File: src/rtl/ship_mover.sv
// ship_mover: tick-paced ship position FSM with a slow-to-fast speed ramp.
// Edge rule: define SHIP_WRAP_EN for wrap-around, else positions clamp.
module ship_mover #(
   parameter int TICK_DIV   = 833333,
   parameter int X_MAX      = 640,
   parameter int Y_MAX      = 480,
   parameter int X_START    = 320,
   parameter int Y_START    = 240,
   parameter int STEP_SLOW  = 1,
   parameter int STEP_FAST  = 3,
   parameter int RAMP_TICKS = 8
) (
   input  logic       KB_clk,
   input  logic       reset,
   input  logic [2:0] direction,
   output logic [9:0] xpos,
   output logic [9:0] ypos,
   output logic [1:0] heading,
   output logic       moving,
   output logic       move_tick
);

   typedef enum logic {STOP, MOVE} state_t;

   localparam logic [19:0] TICK_LAST = 20'(TICK_DIV - 1);
   localparam logic [10:0] XM = 11'(X_MAX);
   localparam logic [10:0] YM = 11'(Y_MAX);
   localparam logic [10:0] SS = 11'(STEP_SLOW);
   localparam logic [10:0] SF = 11'(STEP_FAST);
   localparam logic [7:0]  RAMP = 8'(RAMP_TICKS);
   localparam logic [9:0]  XS = 10'(X_START);
   localparam logic [9:0]  YS = 10'(Y_START);

   state_t      state_q, state_d;
   logic [2:0]  dir_q;
   logic [19:0] cnt_q;
   logic [9:0]  x_q, x_d, y_q, y_d;
   logic [1:0]  hd_q, hd_d;
   logic [7:0]  run_q, run_d;
   logic        mv_q, mv_d;
   logic        mt_q, mt_d;
   logic        tick;
   logic [10:0] step;
   logic [10:0] x11, y11;

   // Bring a signed-looking 11-bit result back into 0..lim-1.
   function automatic logic [9:0] fix(input logic [10:0] v,
                                      input logic neg,
                                      input logic [10:0] lim);
      logic [10:0] r;
`ifdef SHIP_WRAP_EN
      if (neg)           r = v + lim;
      else if (v >= lim) r = v - lim;
      else               r = v;
`else
      if (neg)           r = '0;
      else if (v >= lim) r = lim - 11'd1;
      else               r = v;
`endif
      return r[9:0];
   endfunction

   assign tick = (cnt_q == TICK_LAST);
   assign x11  = {1'b0, x_q};
   assign y11  = {1'b0, y_q};

   // Next-state: FSM, ramp counter, heading and stepped position.
   always_comb begin
      state_d = state_q;
      x_d     = x_q;
      y_d     = y_q;
      hd_d    = hd_q;
      run_d   = run_q;
      mv_d    = mv_q;
      mt_d    = 1'b0;
      step    = SS;
      if (tick) begin
         if (dir_q[2]) begin
            state_d = STOP;
            mv_d    = 1'b0;
         end else begin
            state_d = MOVE;
            mv_d    = 1'b1;
            mt_d    = 1'b1;
            hd_d    = dir_q[1:0];
            run_d   = 8'd1;
            if (state_q == MOVE && dir_q[1:0] == hd_q) begin
               if (run_q >= RAMP) begin
                  step  = SF;
                  run_d = run_q;
               end else begin
                  run_d = run_q + 8'd1;
               end
            end
            case (dir_q[1:0])
               2'b00:   x_d = fix(x11 - step, x11 < step, XM);
               2'b01:   x_d = fix(x11 + step, 1'b0, XM);
               2'b10:   y_d = fix(y11 - step, y11 < step, YM);
               default: y_d = fix(y11 + step, 1'b0, YM);
            endcase
         end
      end
   end

   // State registers; reset overrides any update pending on the tick.
   always_ff @(posedge KB_clk) begin
      if (reset) begin
         state_q <= STOP;
         dir_q   <= 3'b100;
         cnt_q   <= '0;
         x_q     <= XS;
         y_q     <= YS;
         hd_q    <= 2'b10;
         run_q   <= '0;
         mv_q    <= 1'b0;
         mt_q    <= 1'b0;
      end else begin
         state_q <= state_d;
         dir_q   <= direction;
         cnt_q   <= tick ? '0 : cnt_q + 20'd1;
         x_q     <= x_d;
         y_q     <= y_d;
         hd_q    <= hd_d;
         run_q   <= run_d;
         mv_q    <= mv_d;
         mt_q    <= mt_d;
      end
   end

   assign xpos      = x_q;
   assign ypos      = y_q;
   assign heading   = hd_q;
   assign moving    = mv_q;
   assign move_tick = mt_q;

endmodule

File: config.mk
export PLATFORM = sky130hd
export DESIGN_NAME = ship_mover
export DESIGN_NICKNAME = d
export VERILOG_FILES = /design/src/rtl/ship_mover.sv
export SDC_FILE = /design/constraint.sdc
export NUM_CORES = 1
export LEC_CHECK = 0
export CELL_PAD_IN_SITES_DETAIL_PLACEMENT = 1
export CELL_PAD_IN_SITES_GLOBAL_PLACEMENT = 1
export CORE_MARGIN = 1
export CORE_UTILIZATION = 30
export CTS_CLUSTER_DIAMETER = 30
export DETAILED_ROUTE_END_ITERATION = 12
export DONT_BUFFER_PORTS = 1
export GPL_TIMING_DRIVEN = 0
export HOLD_SLACK_MARGIN = 0.03
export PLACE_DENSITY = 0.61
export SYNTH_ARGS = -nofsm -noshare
export SYNTH_HDL_FRONTEND = slang
export SYNTH_SLANG_ARGS = --single-unit
export TNS_END_PERCENT = 1
File: constraint.sdc
create_clock -name KB_clk -period 5.2 [get_ports KB_clk]
set_clock_uncertainty 0.1 [all_clocks]
set_input_delay 0.52 -clock KB_clk [delete_from_list [all_inputs] [get_ports KB_clk]]
set_output_delay 0.52 -clock KB_clk [all_outputs]
set_load 0.005 [all_outputs]
==> results.py, run 1 <==
metrics = {
    "setup_path": {
        "critical-path-max-stage-delay_ns": 1.00,
        "critPathLaunch": "dir_q[0]$_SDFF_PP0_",
        "path_class": "reg2reg",
        "path_cells": "clkbuf_1 -> xnor2_1 -> and3_1 -> nand2_1 -> ha_1 -> a2111oi_0 -> nand2_1 -> a22oi_2 -> o21ai_0 -> a221oi_1",
        "crit_buf_inv": 1,
        "critical_path.slowest_cell": "a2111oi_0",
        "r2r_cells": 10,
        "cp_num_cells": 10,
        "crit_path_end": "ypos[7]$_SDFFE_PP1P_",
        "worstReg2RegStart": "dir_q[0]$_SDFF_PP0_",
        "path_max_fanout": 10,
        "worstSetupStartpointType": "flop",
        "cpLargestDelayFamily": "compound AO/OA/AOI/OAI gates",
        "crit_top_cell": "nand2_1",
        "reg2reg_setup_slack_ns": 1.0,
        "endpoint_kind": "flop",
        "reg2reg_to": "ypos[7]$_SDFFE_PP1P_",
        "required_ns": 5.31,
        "worst_ep_arrival_time_ns": 4.31,
    },
    "global_route": {
        "antenna_found_initial": 2,
        "grt_max_degree": 17,
        "grt_pass1_wl_microns": 19980,
        "grt_pass1_vias": 3787,
        "overflow": 0,
        "grtUsageTotal": 0.1986,
    },
    "timing": {
        "fin_crit_sh": 0.8077,
        "tightest_slew_ns": 1.119,
        "slew_headroom": 0.2350,
        "period_needed_ns": 4.200,
        "rsz0062_at_grt": "no",
        "final_max_slew_viol_count": 0,
        "layout_setup_ws_ns": 0.9999,
        "max_freq_ghz": 0.2381,
        "finalSetupViolCount": 0,
        "hold_viol": 0,
        "setup_tns_ns": 0,
    },
    "clock_network": {
        "cts_tree": "done",
        "holdBufCountCts": 0,
        "numClockSinks": 55,
        "cts_buffers": 5,
        "insertion_delay_ns": 0.31,
        "htree_levels": 2,
        "clockRootBuffer": "clkbuf_16",
        "clkSlewWorstSetupHoldPaths_ns": 0.07,
        "cts_max_path_buffers": 2,
        "post_cts_buffers": 0,
        "cts_resized": 0,
    },
    "layout": {
        "drive_gt1_frac": 0.05668,
        "fillers": 1525,
        "multi_input_area_sq_mm": 0.002432,
        "postLayoutCellArea_sq_mm": 0.004108,
        "synthToLayoutAreaGrowth_pct": 9.506,
        "final_nets": 510,
        "regArea_sq_mm": 0.001101,
    },
    "yosys": {
        "ys_seq_area_frac": 0.2935,
        "async_reset_ff_frac": 0,
        "synth_area_sq_mm": 0.003751,
        "netlist_instances": 486,
        "ys_seq_elements": 55,
        "avgSynthCellArea_sq_um": 7.718,
        "synth-edff-count": 0,
        "synth_top_area_share": 0.2935,
        "post-synth-top-count-cell": "dfxtp_1",
        "yosysTopAreaCell": "dfxtp_1",
        "synthFlopType": "dfxtp_1",
        "yosys_warnings": 0,
        "synth.distinct_cells": 72,
        "synthTopCellsByCount": "55 x dfxtp_1, 42 x nand2_1, 34 x nor2_1, 33 x o21ai_0",
        "yosys-top-cells-area": "dfxtp_1 29%, o21ai_0 4.4%, nand2_1 4.2%",
        "synth_nets": 503,
    },
    "outcome": {
        "outcome": "completed",
    },
    "routing": {
        "wl_microns": 12190,
        "num_vias": 3733,
        "wl_per_cell_microns": 18.36,
        "postRouteAntennaNets": 0,
        "vias_per_cell": 5.622,
        "first_iter_violations": 188,
        "first_pass_iters": 4,
        "route.detailed.drc": 0,
    },
    "placed_design": {
        "hpwl_microns": 9043,
        "io_buffers": 0,
        "place_ws_ns": 1.090,
        "gp_congestion": 0.8466,
        "placed_area_sq_mm": 0.003961,
    },
    "job": {
        "maxCapViolations": 0,
    },
    "die": {
        "io-pin-count": 29,
        "die_area_sq_mm": 0.01296,
        "fp.dieW_microns": 113.8,
        "rows": 40,
        "die_h_microns": 113.8,
        "core_region_area_sq_mm": 0.01211,
        "start_util": 0.3097,
    },
    "min_path": {
        "worstHoldPathType": "in2reg",
    },
    "power_and_ir_drop": {
        "p_per_area_mw_per_mm2": 198.0,
        "p_leak_nw": 1.357,
        "vdd_drop_max_uv": 107.9,
    },
}
[how the worst min path moves through the flow]
| stage | depth (start not counted) | start | endpoint |
|---|---|---|---|
| 6_report | 1 | direction[2] | dir_q[2]$_SDFF_PP1_ |
| 5_1_grt | 1 | direction[2] | dir_q[2]$_SDFF_PP1_ |
| 4_1_cts | 1 | direction[2] | dir_q[2]$_SDFF_PP1_ |
| 3_5_place_dp | 1 | run_q[7]$_SDFFE_PP0P_ | run_q[7]$_SDFFE_PP0P_ |
| 3_3_place_gp | 1 | cnt_q[0]$_SDFF_PP0_ | cnt_q[0]$_SDFF_PP0_ |
| 2_1_floorplan | 1 | cnt_q[0]$_SDFF_PP0_ | cnt_q[0]$_SDFF_PP0_ |
[final cells by class]
cell class,instances,area share
Antenna cell,2,0.001218
Buffer,32,0.03016
Clock buffer,6,0.03137
Clock inverter,2,0.003046
Inverter,25,0.02284
Multi-Input combinational cell,374,0.5921
Sequential cell,55,0.2680
Tap cell,168,0.05117
[placed cells by master (no fill, tap or decap), types with 11 or more instances in the layout]
cell type,n
nand2_1,42
inv_1,25
o21ai_0,33
nand4_1,11
xor2_1,14
xnor2_1,11
clkbuf_1,26
a21oi_1,23
nor2_1,34
nor3_1,25
nand3_1,18
dfxtp_1,55
[state kept, by name, indices dropped and copies added (netlist names)]
register   count
cnt_q         20
dir_q          3
heading        2
move_tick      1
moving         1
run_q          8
xpos          10
ypos          10
[metal layers]
metal / global-route usage / share of wire / vias up
met5: 0 / 0.0013 / -
met3: 0.03879 / 0.047 / 18
met2: 0.3138 / 0.46 / 74
li1: - / - / 1805
met4: 0.08052 / 0.021 / 2
met1: 0.2654 / 0.47 / 1834
[per-stage QoR]
stage | util | hold slack, ns | cells | power (mW)
2_1_floorplan | - | 0.3255 | 486 | 0.4596
3_3_place_gp | 0.3271 | 0.3432 | 654 | 0.4721
3_5_place_dp | 0.3271 | 0.3601 | 654 | 0.4727
4_1_cts | 0.3387 | 0.2078 | 662 | 0.8266
5_1_grt | 0.3387 | 0.2068 | 662 | 0.8484
6_report | 0.3392 | 0.2156 | 664 | 0.8134
[worst register-to-register path: cells and delay by family (launching register included)]
family | cells | cell delay [ns]
simple gates | 3 | 0.72
fa+ha+maj | 1 | 0.38
compound gates | 4 | 2.06
buf+inv | 1 | 0.34
flops | 1 | 0.31
xor+xnor | 1 | 0.19
[logic make-up after synthesis]
logic type,after synthesis,share of synthesized area
simple gates,203,0.2949
compound gates,129,0.2332
flops,55,0.2935
fa+ha+maj,12,0.04803
xor+xnor,25,0.05837
mux,5,0.01401
buf+inv,57,0.05804
[report_power, final]
part	internal, mW	leakage (nW)	switching [mW]
Combinational	0.00929	0.846	0.0251
Clock	0.179	0.0669	0.172
Sequential	0.424	0.445	0.00413
Power figures use the tool's default switching activity.
==> inputs of run 2 (changes only) <==
--- a/config.mk
+++ b/config.mk
@@ -5,6 +5,7 @@
 export SDC_FILE = /design/constraint.sdc
 export NUM_CORES = 1
 export LEC_CHECK = 0
+export ABC_AREA = 1
 export CELL_PAD_IN_SITES_DETAIL_PLACEMENT = 1
 export CELL_PAD_IN_SITES_GLOBAL_PLACEMENT = 1
 export CORE_MARGIN = 1
@@ -14,7 +15,7 @@
 export DONT_BUFFER_PORTS = 1
 export GPL_TIMING_DRIVEN = 0
 export HOLD_SLACK_MARGIN = 0.03
-export PLACE_DENSITY = 0.61
+export PLACE_DENSITY = 0.63
 export SYNTH_ARGS = -nofsm -noshare
 export SYNTH_HDL_FRONTEND = slang
 export SYNTH_SLANG_ARGS = --single-unit
==> constraint.sdc (replaced) <==
create_clock -name KB_clk -period 4.2 [get_ports KB_clk]
set_clock_uncertainty 0.1 [all_clocks]
set_input_delay 0.42 -clock KB_clk [delete_from_list [all_inputs] [get_ports KB_clk]]
set_output_delay 0.42 -clock KB_clk [all_outputs]
set_load 0.005 [all_outputs]
==> results.py, run 2 <==
metrics = {
    "layout": {
        "post-route-util": 0.3434,
        "regMostFlops": "cnt_q",
        "synthToLayoutAreaGrowth_pct": 9.650,
        "final_cell_mix": "175 x nand2_1, 83 x inv_1, 55 x dfxtp_1",
        "drive_gt1_frac": 0.1095,
        "final_nets": 619,
        "largest_reg_flops": 20,
        "fillers": 1604,
        "final_common_cell": "nand2_1",
        "postLayoutCellArea_sq_mm": 0.004194,
        "fin_cells": 772,
    },
    "global_route": {
        "grt_max_degree": 19,
        "overflow": 0,
        "antenna_found_initial": 1,
        "grt_pass1_vias": 3802,
        "grt_pass1_wl_microns": 18430,
        "grtUsageTotal": 0.1795,
    },
    "setup_path": {
        "worstReg2RegStart": "dir_q[0]$_SDFF_PP0_",
        "reg2reg_setup_slack_ns": 0.67,
        "critPathLaunch": "dir_q[0]$_SDFF_PP0_",
        "endpoint_kind": "flop",
        "worst_ep_arrival_time_ns": 3.64,
        "crit_path_end": "ypos[3]$_SDFFE_PP0P_",
        "required_ns": 4.31,
        "reg2reg_to": "ypos[3]$_SDFFE_PP0P_",
        "path_class": "reg2reg",
        "r2r_cells": 16,
        "path_max_fanout": 7,
        "worstSetupStartpointType": "flop",
    },
    "power_and_ir_drop": {
        "clkPwrFrac": 0.449,
        "p_sw_frac": 0.2476,
        "p_int_mw": 0.7790,
        "power_frac_seq": 0.511,
        "power.total_mw": 1.035,
        "p_leak_nw": 1.872,
        "p_sw_mw": 0.2563,
        "combPwrFrac": 0.040,
        "p_per_area_mw_per_mm2": 246.8,
        "vdd_drop_max_uv": 157.4,
    },
    "routing": {
        "first_iter_violations": 104,
        "first_pass_iters": 4,
        "num_vias": 3615,
        "vias_per_cell": 4.683,
        "route.detailed.drc": 0,
        "wl_microns": 10920,
        "wl_per_cell_microns": 14.15,
        "postRouteAntennaNets": 0,
    },
    "min_path": {
        "worstHoldPathType": "in2reg",
    },
    "timing": {
        "tightest_slew_ns": 0.7153,
        "layout_setup_ws_ns": 0.6680,
        "final_max_slew_viol_count": 0,
        "fin_crit_sh": 0.8410,
        "slew_headroom": 0.5231,
        "hold_viol": 0,
        "rsz0062_at_grt": "no",
        "finalSetupViolCount": 0,
        "setup_tns_ns": 0,
        "whs_ns": 0.1151,
        "max_freq_ghz": 0.2831,
        "period_needed_ns": 3.532,
    },
    "yosys": {
        "ys_seq_area_frac": 0.2879,
        "synthFlopType": "dfxtp_1",
        "yosysTopAreaCell": "dfxtp_1",
        "yosys_warnings": 0,
        "synth-edff-count": 0,
        "synthTopCellsByCount": "175 x nand2_1, 83 x inv_1, 55 x dfxtp_1, 53 x nand3_1, 50 x nor2_1",
        "synth_top_area_share": 0.2879,
        "synth_nets": 612,
        "netlist_instances": 595,
        "synth_area_sq_mm": 0.003825,
        "avgSynthCellArea_sq_um": 6.428,
        "ys_seq_elements": 55,
        "synth.distinct_cells": 40,
        "yosys-top-cells-area": "dfxtp_1 29%, nand2_1 17%, inv_1 8.1%",
        "post-synth-top-count-cell": "nand2_1",
        "async_reset_ff_frac": 0,
    },
    "clock_network": {
        "numClockSinks": 55,
        "cts_resized": 0,
        "cts_buffers": 5,
        "htree_levels": 2,
        "clkSlewWorstSetupHoldPaths_ns": 0.08,
        "cts_max_path_buffers": 2,
        "clockRootBuffer": "clkbuf_16",
        "cts_tree": "done",
        "insertion_delay_ns": 0.31,
        "post_cts_buffers": 0,
        "holdBufCountCts": 0,
    },
    "die": {
        "die_area_sq_mm": 0.01321,
        "io-pin-count": 29,
        "core_region_area_sq_mm": 0.01221,
        "fp.dieW_microns": 114.9,
        "start_util": 0.3132,
        "rows": 40,
        "die_h_microns": 114.9,
    },
    "outcome": {
        "outcome": "completed",
    },
    "placed_design": {
        "place_ws_ns": 0.6360,
        "hpwl_microns": 8448,
        "gp_congestion": 0.8160,
        "placed_area_sq_mm": 0.004035,
        "dp.cells": 763,
        "io_buffers": 0,
    },
    "job": {
        "maxCapViolations": 0,
    },
}
run 2: layout make-up:
class	instances	area, sq um	share of cell area
tap	168	210.2	0.05012
multi-input combinational	434	2300	0.5483
buffer	11	67.56	0.01611
clock inverter	2	17.52	0.004177
antenna	1	2.502	0.0005967
sequential	55	1101	0.2625
clock buffer	6	138.9	0.03311
inverter	95	356.6	0.08502
run 2: power by group through the flow:
stage / clock, mW / sequential (mW) / combinational [mW]
final: 0.465 / 0.529 / 0.0412
after global routing: 0.497 / 0.529 / 0.0476
after CTS: 0.489 / 0.529 / 0.0425
after detailed placement: 0 / 0.541 / 0.0422
after global placement: 0 / 0.541 / 0.0407
after floorplan: 0 / 0.540 / 0.0297
run 2: worst min path at each step:
stage / cells past startpoint / end / slack [ns] / start
2_1_floorplan: 2 / run_q[4]$_SDFFE_PP0P_ / 0.32 / run_q[4]$_SDFFE_PP0P_
3_3_place_gp: 2 / run_q[4]$_SDFFE_PP0P_ / 0.33 / run_q[4]$_SDFFE_PP0P_
5_1_grt: 1 / dir_q[2]$_SDFF_PP1_ / 0.11 / direction[2]
3_5_place_dp: 2 / run_q[7]$_SDFFE_PP0P_ / 0.34 / run_q[7]$_SDFFE_PP0P_
6_report: 1 / dir_q[2]$_SDFF_PP1_ / 0.12 / direction[2]
4_1_cts: 1 / dir_q[2]$_SDFF_PP1_ / 0.1 / direction[2]
run 2: cells by family (layout without fill, tap and decap cells):
kind of cell	Yosys count	in the layout	synth area share
AND/OR/NAND/NOR	349	349	0.4275
buffers and inverters	106	114	0.1109
flip-flops	55	55	0.2879
AO/OA/AOI/OAI	50	50	0.07393
XOR/XNOR	23	23	0.05267
adder cells (fa/ha/maj)	12	12	0.04711
other	0	1	0
run 2: per-layer routing:
layer  vias to the layer above  part of all wire  track usage
met5                         -                 0            0
li1                       1884                 -            -
met3                        10             0.033      0.03637
met4                         0             0.011      0.05022
met2                        33              0.50       0.3329
met1                      1688              0.46       0.2075
run 2: worst max-delay path: stages (launching register included):
cell	delay, ns
dfxtp_1	0.52
inv_1	0.10
nand2_1	0.08
nand4_1	0.12
nor2_1	0.48
inv_1	0.31
fa_1	0.51
nor2_4	0.16
nand3_1	0.15
o21ai_0	0.19
nand2_1	0.11
nand3_1	0.27
nand3_1	0.11
nand2_1	0.08
nand2_1	0.06
nand2_1	0.06
nand2_1	0.04
==> inputs of run 3 (changes only) <==
--- a/config.mk
+++ b/config.mk
@@ -5,7 +5,7 @@
 export SDC_FILE = /design/constraint.sdc
 export NUM_CORES = 1
 export LEC_CHECK = 0
-export ABC_AREA = 1
+export ABC_AREA = 0
 export CELL_PAD_IN_SITES_DETAIL_PLACEMENT = 1
 export CELL_PAD_IN_SITES_GLOBAL_PLACEMENT = 1
 export CORE_MARGIN = 1
@@ -15,7 +15,7 @@
 export DONT_BUFFER_PORTS = 1
 export GPL_TIMING_DRIVEN = 0
 export HOLD_SLACK_MARGIN = 0.03
-export PLACE_DENSITY = 0.63
+export PLACE_DENSITY = 0.61
 export SYNTH_ARGS = -nofsm -noshare
 export SYNTH_HDL_FRONTEND = slang
 export SYNTH_SLANG_ARGS = --single-unit
==> constraint.sdc (replaced) <==
create_clock -name KB_clk -period 3.5 [get_ports KB_clk]
set_clock_uncertainty 0.1 [all_clocks]
set_input_delay 0.35 -clock KB_clk [delete_from_list [all_inputs] [get_ports KB_clk]]
set_output_delay 0.35 -clock KB_clk [all_outputs]
set_load 0.005 [all_outputs]
==> results.py, run 3 (synthesis results as in run 1) <==
metrics = {
    "outcome": {
        "outcome": "completed",
    },
    "setup_path": {
        "worstSetupStartpointType": "flop",
        "required_ns": 3.56,
        "path_class": "reg2reg",
        "path_max_fanout": 8,
        "worst_ep_arrival_time_ns": 3.41,
        "endpoint_kind": "flop",
    },
    "routing": {
        "num_vias": 3766,
        "postRouteAntennaNets": 0,
        "wl_microns": 12290,
        "route.detailed.drc": 0,
        "first_iter_violations": 220,
        "wl_per_cell_microns": 18.48,
        "vias_per_cell": 5.663,
        "first_pass_iters": 4,
    },
    "die": {
        "core_region_area_sq_mm": 0.01211,
        "start_util": 0.3097,
        "die_area_sq_mm": 0.01296,
        "die_h_microns": 113.8,
        "fp.dieW_microns": 113.8,
        "io-pin-count": 29,
        "rows": 40,
    },
    "global_route": {
        "grtUsageTotal": 0.2001,
        "antenna_found_initial": 2,
        "overflow": 0,
        "grt_pass1_vias": 3813,
        "gr-usage-met2": 0.3191,
        "busiest_layer": "met2",
        "grt_max_degree": 17,
        "grt_pass1_wl_microns": 20130,
        "grt_use_met1": 0.2654,
        "use_met3": 0.03879,
    },
    "placed_design": {
        "gp_congestion": 0.8466,
        "placed_area_sq_mm": 0.003961,
        "io_buffers": 0,
        "hpwl_microns": 9043,
        "place_ws_ns": -0.6099,
    },
    "power_and_ir_drop": {
        "p_per_area_mw_per_mm2": 290.4,
        "vdd_drop_max_uv": 161.0,
        "p_leak_nw": 1.377,
        "power.total_mw": 1.209,
    },
    "clock_network": {
        "clkSlewWorstSetupHoldPaths_ns": 0.08,
        "insertion_delay_ns": 0.31,
        "clockRootBuffer": "clkbuf_16",
        "numClockSinks": 55,
        "cts_buffers": 5,
        "cts_max_path_buffers": 2,
        "cts_tree": "done",
        "htree_levels": 2,
    },
    "layout": {
        "regMostFlops": "cnt_q",
        "drive_gt1_frac": 0.07677,
        "post-route-util": 0.3437,
        "largest_reg_flops": 20,
        "final_common_cell": "dfxtp_1",
        "fillers": 1518,
        "synthToLayoutAreaGrowth_pct": 10.97,
        "postLayoutCellArea_sq_mm": 0.004163,
        "regArea_sq_mm": 0.001102,
        "final_cell_mix": "54 x dfxtp_1, 41 x nand2_1, 34 x nor2_1",
        "multi_input_area_sq_mm": 0.002475,
        "final_nets": 511,
    },
    "timing": {
        "layout_setup_ws_ns": 0.1491,
        "finalSetupViolCount": 0,
        "whs_ns": 0.04477,
        "max_freq_ghz": 0.2984,
        "final_max_slew_viol_count": 0,
        "period_needed_ns": 3.351,
        "fin_crit_sh": 0.9574,
        "rsz0062_at_grt": "yes",
        "tightest_slew_ns": 0.9111,
        "slew_headroom": 0.3879,
        "hold_viol": 0,
    },
    "min_path": {
        "worstHoldPathType": "in2reg",
    },
    "job": {
        "maxCapViolations": 0,
    },
}
run 3: layer usage:
metal	wire [microns]	part of all wire
met3	500	0.041
met2	5668	0.46
met5	16	0.0013
met4	256	0.021
met1	5849	0.48
run 3: report_power, final:
part | total, mW | switching (mW) | internal [mW]
Clock | 0.522 | 0.256 | 0.266
Combinational | 0.0494 | 0.0358 | 0.0136
Sequential | 0.638 | 0.00766 | 0.630
Total | 1.21 | 0.300 | 0.909
run 3: layout make-up:
type,instances,share of cell area
Tap cell,168,0.05050
Clock buffer,6,0.03096
Timing Repair Buffer,2,0.003607
Buffer,31,0.02885
Inverter,25,0.02254
Antenna cell,2,0.001202
Sequential cell,55,0.2648
Clock inverter,2,0.003006
Multi-Input combinational cell,374,0.5945
run 3: final timing paths:
check        slack (ns)  cells after the start               endpoint             startpoint
min reg2reg        0.38                      1  run_q[7]$_SDFFE_PP0P_  run_q[7]$_SDFFE_PP0P_
min                0.04                      1    dir_q[2]$_SDFF_PP1_           direction[2]
max                0.15                     10   ypos[2]$_SDFFE_PP0P_    dir_q[1]$_SDFF_PP0_
max reg2reg        0.15                     10   ypos[2]$_SDFFE_PP0P_    dir_q[1]$_SDFF_PP0_
run 3: what timing repair did:
action                     4_1_cts  5_1_grt
setup endpoints to repair       16       12
gates resized for setup          6        5
hold buffers                     0        0
pin swaps                        1        1
cloned                           0        0
setup buffers                    2        0
run 3: critical path: stages (launching register included):
cell and delay, ns:
dfxtp_1 0.42, xnor2_1 0.16, and3_1 0.23, nand2_2 0.14, ha_2 0.33, a2111o_1 0.47, or4_1 0.56, and2_1 0.19
clkbuf_1 0.22, a21oi_1 0.23, o311ai_0 0.14
run 3: per-stage QoR:
stage / cells / setup TNS [ns]
finish: 665 / 0
global route: 663 / -0.04614
CTS: 663 / 0
detailed placement: 654 / -5.927
global placement: 654 / -5.490
floorplan: 486 / 0
